[config.mk]
export PLATFORM = sky130hd
export DESIGN_NAME = rv32i_mem_arbiter
export DESIGN_NICKNAME = d
export VERILOG_FILES = /design/src/rtl/rv32i_mem_pkg.sv /design/src/rtl/mem_arb_pick.sv /design/src/rtl/rv32i_mem_arbiter.sv
export SDC_FILE = /design/constraint.sdc
export NUM_CORES = 1
export LEC_CHECK = 0
export BUFFER_PORTS_ARGS = -buffer_cell sky130_fd_sc_hd__buf_4
export CAP_MARGIN = 30
export CELL_PAD_IN_SITES_DETAIL_PLACEMENT = 1
export CELL_PAD_IN_SITES_GLOBAL_PLACEMENT = 1
export CORE_ASPECT_RATIO = 1.4
export CORE_UTILIZATION = 29
export CTS_CLUSTER_DIAMETER = 50
export DETAILED_ROUTE_END_ITERATION = 10
export PLACE_DENSITY_LB_ADDON = 0.1
export SLEW_MARGIN = 40
export SYNTH_ARGS = -nofsm -noshare
export SYNTH_HDL_FRONTEND = slang
export SYNTH_SLANG_ARGS = --single-unit
[constraint.sdc]
create_clock -name clk -period 3.1 [get_ports clk]
set_input_delay 0.465 -clock clk [delete_from_list [all_inputs] [get_ports clk]]
set_output_delay 0.465 -clock clk [all_outputs]
set_load 0.02 [all_outputs]
[src/rtl/rv32i_mem_pkg.sv]
`default_nettype none
// ============================================================================
// Module   : rv32i_mem_pkg
// Brief    : Shared types and default widths for the RV32I memory arbiter.
// Revision : 1.0 - initial release
// ============================================================================
package rv32i_mem_pkg;

    localparam int c_def_addr_w  = 32;
    localparam int c_def_data_w  = 32;
    localparam int c_def_mem_lat = 2;

    typedef enum logic [1:0] {
        IDLE = 2'd0,
        WAIT = 2'd1,
        RESP = 2'd2
    } arb_state_t;

    typedef enum logic [0:0] {
        OWN_IF = 1'b0,
        OWN_D  = 1'b1
    } owner_t;

endpackage
`default_nettype wire

[src/rtl/mem_arb_pick.sv]
`default_nettype none
// ============================================================================
// Module   : mem_arb_pick
// Brief    : Combinational fetch/data picker. Fixed data-over-fetch priority,
//            or round-robin on ties when ARB_RR_EN is defined.
// Revision : 1.0 - initial release
// ============================================================================
module mem_arb_pick
    import rv32i_mem_pkg::*;
(
    input  logic   if_req,
    input  logic   d_req,
    input  owner_t last_grant,
    output logic   gnt_valid,
    output owner_t winner
);

    assign gnt_valid = if_req | d_req;

`ifdef ARB_RR_EN
    always_comb begin
        winner = OWN_D;
        if (if_req && d_req) begin
            // On a tie the port that did not win last time goes first
            winner = (last_grant == OWN_D) ? OWN_IF : OWN_D;
        end else if (if_req) begin
            winner = OWN_IF;
        end
    end
`else
    logic w_unused_last;

    assign w_unused_last = (last_grant == OWN_D);
    assign winner        = d_req ? OWN_D : OWN_IF;
`endif

endmodule
`default_nettype wire

[src/rtl/rv32i_mem_arbiter.sv]
`default_nettype none
// ============================================================================
// Module   : rv32i_mem_arbiter
// Brief    : Shares one fixed-latency single-port memory between the fetch
//            and load/store ports, one transaction outstanding at a time.
// Config   : ARB_RR_EN selects round-robin tie breaking (see mem_arb_pick).
// Revision : 1.0 - initial release
// ============================================================================
module rv32i_mem_arbiter
    import rv32i_mem_pkg::*;
#(
    parameter int ADDR_W  = c_def_addr_w,
    parameter int DATA_W  = c_def_data_w,
    parameter int MEM_LAT = c_def_mem_lat
) (
    input  logic                clk,
    input  logic                reset,
    input  logic                if_req,
    input  logic [ADDR_W-1:0]   if_addr,
    output logic                if_gnt,
    output logic                if_rvalid,
    output logic [DATA_W-1:0]   if_rdata,
    input  logic                d_req,
    input  logic                d_we,
    input  logic [DATA_W/8-1:0] d_be,
    input  logic [ADDR_W-1:0]   d_addr,
    input  logic [DATA_W-1:0]   d_wdata,
    output logic                d_gnt,
    output logic                d_rvalid,
    output logic [DATA_W-1:0]   d_rdata,
    output logic                mem_en,
    output logic                mem_we,
    output logic [DATA_W/8-1:0] mem_be,
    output logic [ADDR_W-1:0]   mem_addr,
    output logic [DATA_W-1:0]   mem_wdata,
    input  logic [DATA_W-1:0]   mem_rdata
);

    localparam int                 c_cnt_w    = $clog2(MEM_LAT + 1);
    localparam logic [c_cnt_w-1:0] c_cnt_load = c_cnt_w'(MEM_LAT);
    localparam logic [c_cnt_w-1:0] c_cnt_one  = c_cnt_w'(1);

    arb_state_t         r_state, w_state_nxt;
    logic [c_cnt_w-1:0] r_cnt, w_cnt_nxt;
    owner_t             r_owner, w_owner_nxt;
    owner_t             r_last, w_last_nxt;
    logic               r_store, w_store_nxt;
    logic [DATA_W-1:0]  r_if_rdata, r_d_rdata;
    logic               w_capture;
    logic               w_pick_valid;
    owner_t             w_winner;

    // r_last only feeds the picker; with fixed priority it is pruned away
    mem_arb_pick u_pick (
        .if_req     (if_req),
        .d_req      (d_req),
        .last_grant (r_last),
        .gnt_valid  (w_pick_valid),
        .winner     (w_winner)
    );

    always_comb begin
        w_state_nxt = r_state;
        w_cnt_nxt   = r_cnt;
        w_owner_nxt = r_owner;
        w_last_nxt  = r_last;
        w_store_nxt = r_store;
        w_capture   = 1'b0;
        if_gnt      = 1'b0;
        d_gnt       = 1'b0;
        if_rvalid   = 1'b0;
        d_rvalid    = 1'b0;
        mem_en      = 1'b0;
        mem_we      = 1'b0;
        mem_be      = '0;
        mem_addr    = '0;
        mem_wdata   = '0;

        if (reset) begin
            if (r_state == RESP) begin
                if_rvalid = (r_owner == OWN_IF);
                d_rvalid  = (r_owner == OWN_D);
            end

            if (r_state != WAIT) begin
                w_state_nxt = IDLE;
                if (w_pick_valid) begin
                    w_state_nxt = WAIT;
                    w_cnt_nxt   = c_cnt_load;
                    w_owner_nxt = w_winner;
                    w_last_nxt  = w_winner;
                    mem_en      = 1'b1;
                    if (w_winner == OWN_D) begin
                        d_gnt       = 1'b1;
                        mem_we      = d_we;
                        mem_be      = d_be;
                        mem_addr    = d_addr;
                        mem_wdata   = d_wdata;
                        w_store_nxt = d_we;
                    end else begin
                        if_gnt      = 1'b1;
                        mem_be      = '1;
                        mem_addr    = if_addr;
                        w_store_nxt = 1'b0;
                    end
                end
            end else if (r_cnt == c_cnt_one) begin
                // mem_rdata is valid in this cycle, exactly MEM_LAT after the grant
                w_capture   = 1'b1;
                w_state_nxt = RESP;
            end else begin
                w_cnt_nxt = r_cnt - c_cnt_one;
            end
        end
    end

    always_ff @(posedge clk) begin
        if (!reset) begin
            r_state    <= IDLE;
            r_cnt      <= '0;
            r_owner    <= OWN_IF;
            r_last     <= OWN_IF;
            r_store    <= 1'b0;
            r_if_rdata <= '0;
            r_d_rdata  <= '0;
        end else begin
            r_state <= w_state_nxt;
            r_cnt   <= w_cnt_nxt;
            r_owner <= w_owner_nxt;
            r_last  <= w_last_nxt;
            r_store <= w_store_nxt;
            if (w_capture) begin
                if (r_owner == OWN_D) begin
                    r_d_rdata <= r_store ? '0 : mem_rdata;
                end else begin
                    r_if_rdata <= mem_rdata;
                end
            end
        end
    end

    assign if_rdata = r_if_rdata;
    assign d_rdata  = r_d_rdata;

endmodule
`default_nettype wire

# Word-level counts from Yosys, hierarchy flattened
# Index checks and enable logic that the tools add are counted.
dict set report op_classes {
  mux 42
  bitwise_logic 2
  n_reduce_logical 5
  n_eq_ne 5
  addsub 1
}
# op n
set op_table {}
lappend op_table {{$mux 32} 9}
lappend op_table {{$mux 1} 24}
lappend op_table {{$mux 4} 4}
lappend op_table {{$mux 2} 5}
lappend op_table {{$reduce_and 2->1} 4}
lappend op_table {{$ne 2x1->1 const B} 2}
lappend op_table {{$eq 2x1->1 const B} 1}
lappend op_table {{$eq 2x2->1 const B} 1}
lappend op_table {{$ne 2x2->1 const B} 1}
lappend op_table {{$reduce_bool 2->1} 1}
lappend op_table {{$sub 2x1->2 const B} 1}
lappend op_table {{$not 1->1} 1}
lappend op_table {{$or 1x1->1} 1}
dict set report totals {
  wordCells 61
  regBits 70
  input_bits 137
}

# Longest topological paths before layout
dict set report logic_depth {
  ltp_word 5
  mapped_depth 8
  mapped_depth_nobuf 5
}

# Modules after synthesis
# A second synthesis with hierarchy kept.
dict set report unflattened {
  cells_unflattened 396
  hier_area_um2 3482.1
}
# mod seq_area_each_um2 n_inst area_each_um2 cells_each
set by_module_without_submodules {}
lappend by_module_without_submodules {rv32i_mem_arbiter 1401.3 1 3468.3 394}
lappend by_module_without_submodules {mem_arb_pick 0.0 1 13.8 2}

# Least setup slack after synthesis
# Ideal clock, no wire load.
dict set report synth_path {
  kind {input port to output port}
  from {input port d_req}
  to {output port mem_addr[15]}
  n_path_buf 2
  path_stages 4
  path_slack_ps 1097
  t_required_ps 2635
  arrival_time_ps 1538
  cell_sequence {buf_2 -> nor4b_4 -> buf_2 -> a22o_1}
}
dict set report synth_via {
  elab_chain_cells 5
  word_cells_on_any_way 6
}
# element line
set synth_lines {}
lappend synth_lines {{from (decl)} rv32i_mem_arbiter.sv:23} ;# input logic d_req,
lappend synth_lines {{$mux 1} mem_arb_pick.sv:34} ;# assign winner = d_req ? OWN_D : OWN_IF;
lappend synth_lines {{$mux 32} rv32i_mem_arbiter.sv:93} ;# if (w_winner == OWN_D) begin
lappend synth_lines {{$mux 32 *} rv32i_mem_arbiter.sv:87} ;# if (w_pick_valid) begin
lappend synth_lines {{$mux 32 *} rv32i_mem_arbiter.sv:85} ;# if (r_state != WAIT) begin
lappend synth_lines {{$mux 32 *} rv32i_mem_arbiter.sv:79} ;# if (reset) begin
lappend synth_lines {{to (decl)} rv32i_mem_arbiter.sv:34} ;# output logic [ADDR_W-1:0] mem_addr,
# Mark *: on every way between the ends. The rest lies on a longest branch, timed or not.

# Worst setup path in the final report
dict set report layout_path {
  from {register r_state[1]}
  to {output port mem_addr[25]}
}
dict set report layout_via {
  elab_chain_cells 3
}
# element line
set layout_lines {}
lappend layout_lines {{from (decl)} rv32i_mem_arbiter.sv:43} ;# arb_state_t r_state, w_state_nxt;
lappend layout_lines {{from (signal assigned)} rv32i_mem_arbiter.sv:127} ;# r_state <= w_state_nxt;
lappend layout_lines {{$ne 2x1->1} rv32i_mem_arbiter.sv:85}
lappend layout_lines {{$mux 32} rv32i_mem_arbiter.sv:85}
lappend layout_lines {{$mux 32} rv32i_mem_arbiter.sv:79}
# No other way between the ends.

==> flow_metrics.env <==
export IMPL_clockBufferDepth=2
export IMPL_finalHoldViolCount=0
export IMPL_clock_latency_ns=0.33
export IMPL_io_pins=275
export IMPL_area_growth_pct=68.4
export IMPL_io_buffers=274
export IMPL_r2r_start="r_cnt[0]"
export IMPL_p_comb_frac=0.194
export IMPL_slowest_delay_ns=0.66
export IMPL_min_path_cells=3
export IMPL_synth_edff_count=0
export IMPL_crit_chain="nand2b_1 > and3_4 > a22o_1 > buf_4"
export IMPL_syn_avg_cell_area_um2=8.62
export IMPL_async_flop_share=0
export IMPL_grt_max_degree=67
export IMPL_cp_arrival_ns=2.16
export IMPL_cp_end_kind="primary output"
export IMPL_min_period_ns=2.63
export IMPL_first_pass_iters=4
export IMPL_numCtsBuffers=9
export IMPL_drc=0
export IMPL_core_um2=11800
export IMPL_p_total_w=0.00243
export IMPL_internal_power_w=0.00180
export IMPL_hold_path_class="in -> reg"
export IMPL_overflow=0
export IMPL_fp_dieH_um=132
export IMPL_track_usage=0.243
export IMPL_drt_initial_drc_count=131
export IMPL_finalSetupTns_ns=0
export IMPL_r2r_slack_ns=1.06
export IMPL_vias=3907
export IMPL_via_per_inst=4.84
export IMPL_post_dp_hpwl_um=11700
export IMPL_status="completed"
export IMPL_ys_ff_latch=70
export IMPL_sw_frac_of_total=0.259
export IMPL_htreeDepth=3
export IMPL_grt_pass1_vias=4093
export IMPL_powerDensity_nw_per_um2=414
export IMPL_crit_slowest_cell="and3_4"
export IMPL_ant_nets=0
export IMPL_max_freq_mhz=381
export IMPL_nNetsFinal=795
export IMPL_fillers=1426
export IMPL_seq_area_frac_synth=0.402
export IMPL_rsz0062_at_grt="false"
export IMPL_p_sw_w=0.000629
export IMPL_timing_rr_end="d_rdata[2]"
export IMPL_cts_repair_resized=0
export IMPL_start_util=0.296
export IMPL_slew_viol_final=0
export IMPL_pwr_share_clk=0.419
export IMPL_wl_per_cell_um=19.0
export IMPL_crit_fanout=66
export IMPL_r2r_cells=6
export IMPL_relSlewSlack=0.570
export IMPL_antenna_found_initial=0
export IMPL_maxCapViolations=0
export IMPL_startpoint_type="register"
export IMPL_clock_sinks=70
export IMPL_drive_above_1_share=0.455
export IMPL_cts_root_buf="clkbuf_16"
export IMPL_synthDistinctLibCells=29
export IMPL_synth_common_cells="70 x dfxtp_1, 69 x nand2_1, 37 x inv_1"
export IMPL_die_area_um2=12500
export IMPL_place_congestion=0.785
export IMPL_path_clk_slew_ns=0.06
export IMPL_hold_start="mem_rdata[14]"
export IMPL_skew_ns=0.00604
export IMPL_wl_um=15400
export IMPL_required_ns=2.63
export IMPL_synth_ff_type="dfxtp_1"
export IMPL_antenna_cells=0
export IMPL_setup_viol=0
export IMPL_syn_num_nets=542
export IMPL_critPathKind="reg -> out"
export IMPL_period_share=0.847
export IMPL_worst_slew_pin_slew_ns=0.646
export IMPL_synth_cells=404
export IMPL_pwr_share_seq=0.386
export IMPL_ys_top_cells_by_area="dfxtp_1 40%, mux2i_1 10%, a22o_1 8.0%"
export IMPL_rows=47
export IMPL_hold_end="if_rdata[14]"
export IMPL_yosysTopAreaCell="dfxtp_1"
export IMPL_fp_dieW_um=94.6
export IMPL_yosys_cell_count_top_type="dfxtp_1"
export IMPL_yosysWarnings=0
export IMPL_hold_buffers=0
export IMPL_synth_cell_area_um2=3480
export IMPL_p_leak_nw=3.09
export IMPL_synth_top_cell_area_share=0.402
export IMPL_cts_setup_buffers=0
export IMPL_cts_tree="built"
export IMPL_grt_pass1_wl_um=22800
export IMPL_ir_worst_vdd_uv=376
==> area by class of cell <==
cell class              instances  area (um2)  area share
multi-input cells             257        1730       0.295
inverters                      37         139      0.0237
clock buffers                  11         243      0.0414
clock inverters                 4        47.5     0.00811
repair buffers                282        2120       0.361
flip-flops and latches         70        1400       0.239
well taps                     147         184      0.0314
==> critical path: cells and delay by family, from the launching register on <==
family | cells | cell delay (ns)
buffers and inverters | 1 | 0.17
AOI/OAI and AO/OA | 1 | 0.30
and+or+nand+nor | 2 | 0.99
DFF | 1 | 0.36
==> sequential cells by signal (all words and copies together) (netlist names) <==
name and count:
if_rdata 32, r_owner 1, d_rdata 32, r_cnt 2
r_store 1, r_state 2
==> routing by layer <==
| layer | wire [um] | GRT usage | part of all wire | up-vias |
|---|---|---|---|---|
| li1 | - | - | - | 1872 |
| met1 | 5860 | 0.278 | 0.38 | 1870 |
| met2 | 7850 | 0.427 | 0.51 | 159 |
| met3 | 1570 | 0.0810 | 0.10 | 6 |
| met4 | 106 | 0.0539 | 0.0069 | 0 |
| met5 | 0 | 0 | 0 | - |
==> power by group through the flow <==
stage | registers [W] | clock network (W) | logic [W]
global route | 0.000940 | 0.00108 | 0.000501
global placement | 0.000955 | 0 | 0.000465
floorplan | 0.000965 | 0 | 0.000197
finish | 0.000937 | 0.00102 | 0.000471
CTS | 0.000937 | 0.00104 | 0.000477
detailed placement | 0.000957 | 0 | 0.000473
==> kinds of logic (layout without fill, tap and decap cells) <==
kind of cell               Yosys count  in the layout  share of synthesized area
adders and majority gates            1              1                    0.00359
buffers and inverters               77            334                      0.101
muxes                               36             36                      0.103
AOI/OAI and AO/OA                   72             72                      0.141
and+or+nand+nor                    148            148                      0.248
DFF                                 70             70                      0.402
==> placed cells by master, fill, tap and decap left out <==
cell        count
buf_4         282
nand2_1        69
dfxtp_1        69
inv_1          37
mux2i_1        36
and2_1         35
a22o_1         32
nand4b_1       29
o21ai_0        20
o21ai_1        12
clkbuf_16       9
nand3b_1        4
a21oi_1         4
and4b_1         2
a21boi_0        2
clkinv_2        2
nand2b_1        1
and3_4          1
nor2b_1         1
nor4b_4         1
nor2_1          1
nor4bb_1        1
or4b_2          1
nand2b_2        1
nand3_1         1
o211ai_1        1
o311ai_0        1
ha_1            1
clkinvlp_4      1
bufinv_16       1
clkbuf_1        1
clkbuf_8        1
dfxtp_2         1
==> through the flow <==
stage	instances	worst slack [ns]	util	hold slack, ns	cell area [um2]
3_5_place_dp	793	0.789	0.474	0.444	5570
2_1_floorplan	404	1.10	-	0.448	3480
4_1_cts	808	0.463	0.499	0.384	5860
5_1_grt	808	0.348	0.499	0.388	5860
3_3_place_gp	793	0.845	0.474	0.437	5570
6_report	808	0.474	0.499	0.391	5860
==> worst max path at each step <==
stage,from,to,slack (ns)
detailed placement,reset,mem_addr[3],0.79
global placement,reset,mem_addr[31],0.84
CTS,r_state[1],mem_addr[3],0.46
global route,r_state[1],mem_addr[25],0.35
finish,r_state[1],mem_addr[25],0.47
floorplan,d_req,mem_addr[15],1.10
Note: power is estimated with default switching activity, not from simulation.
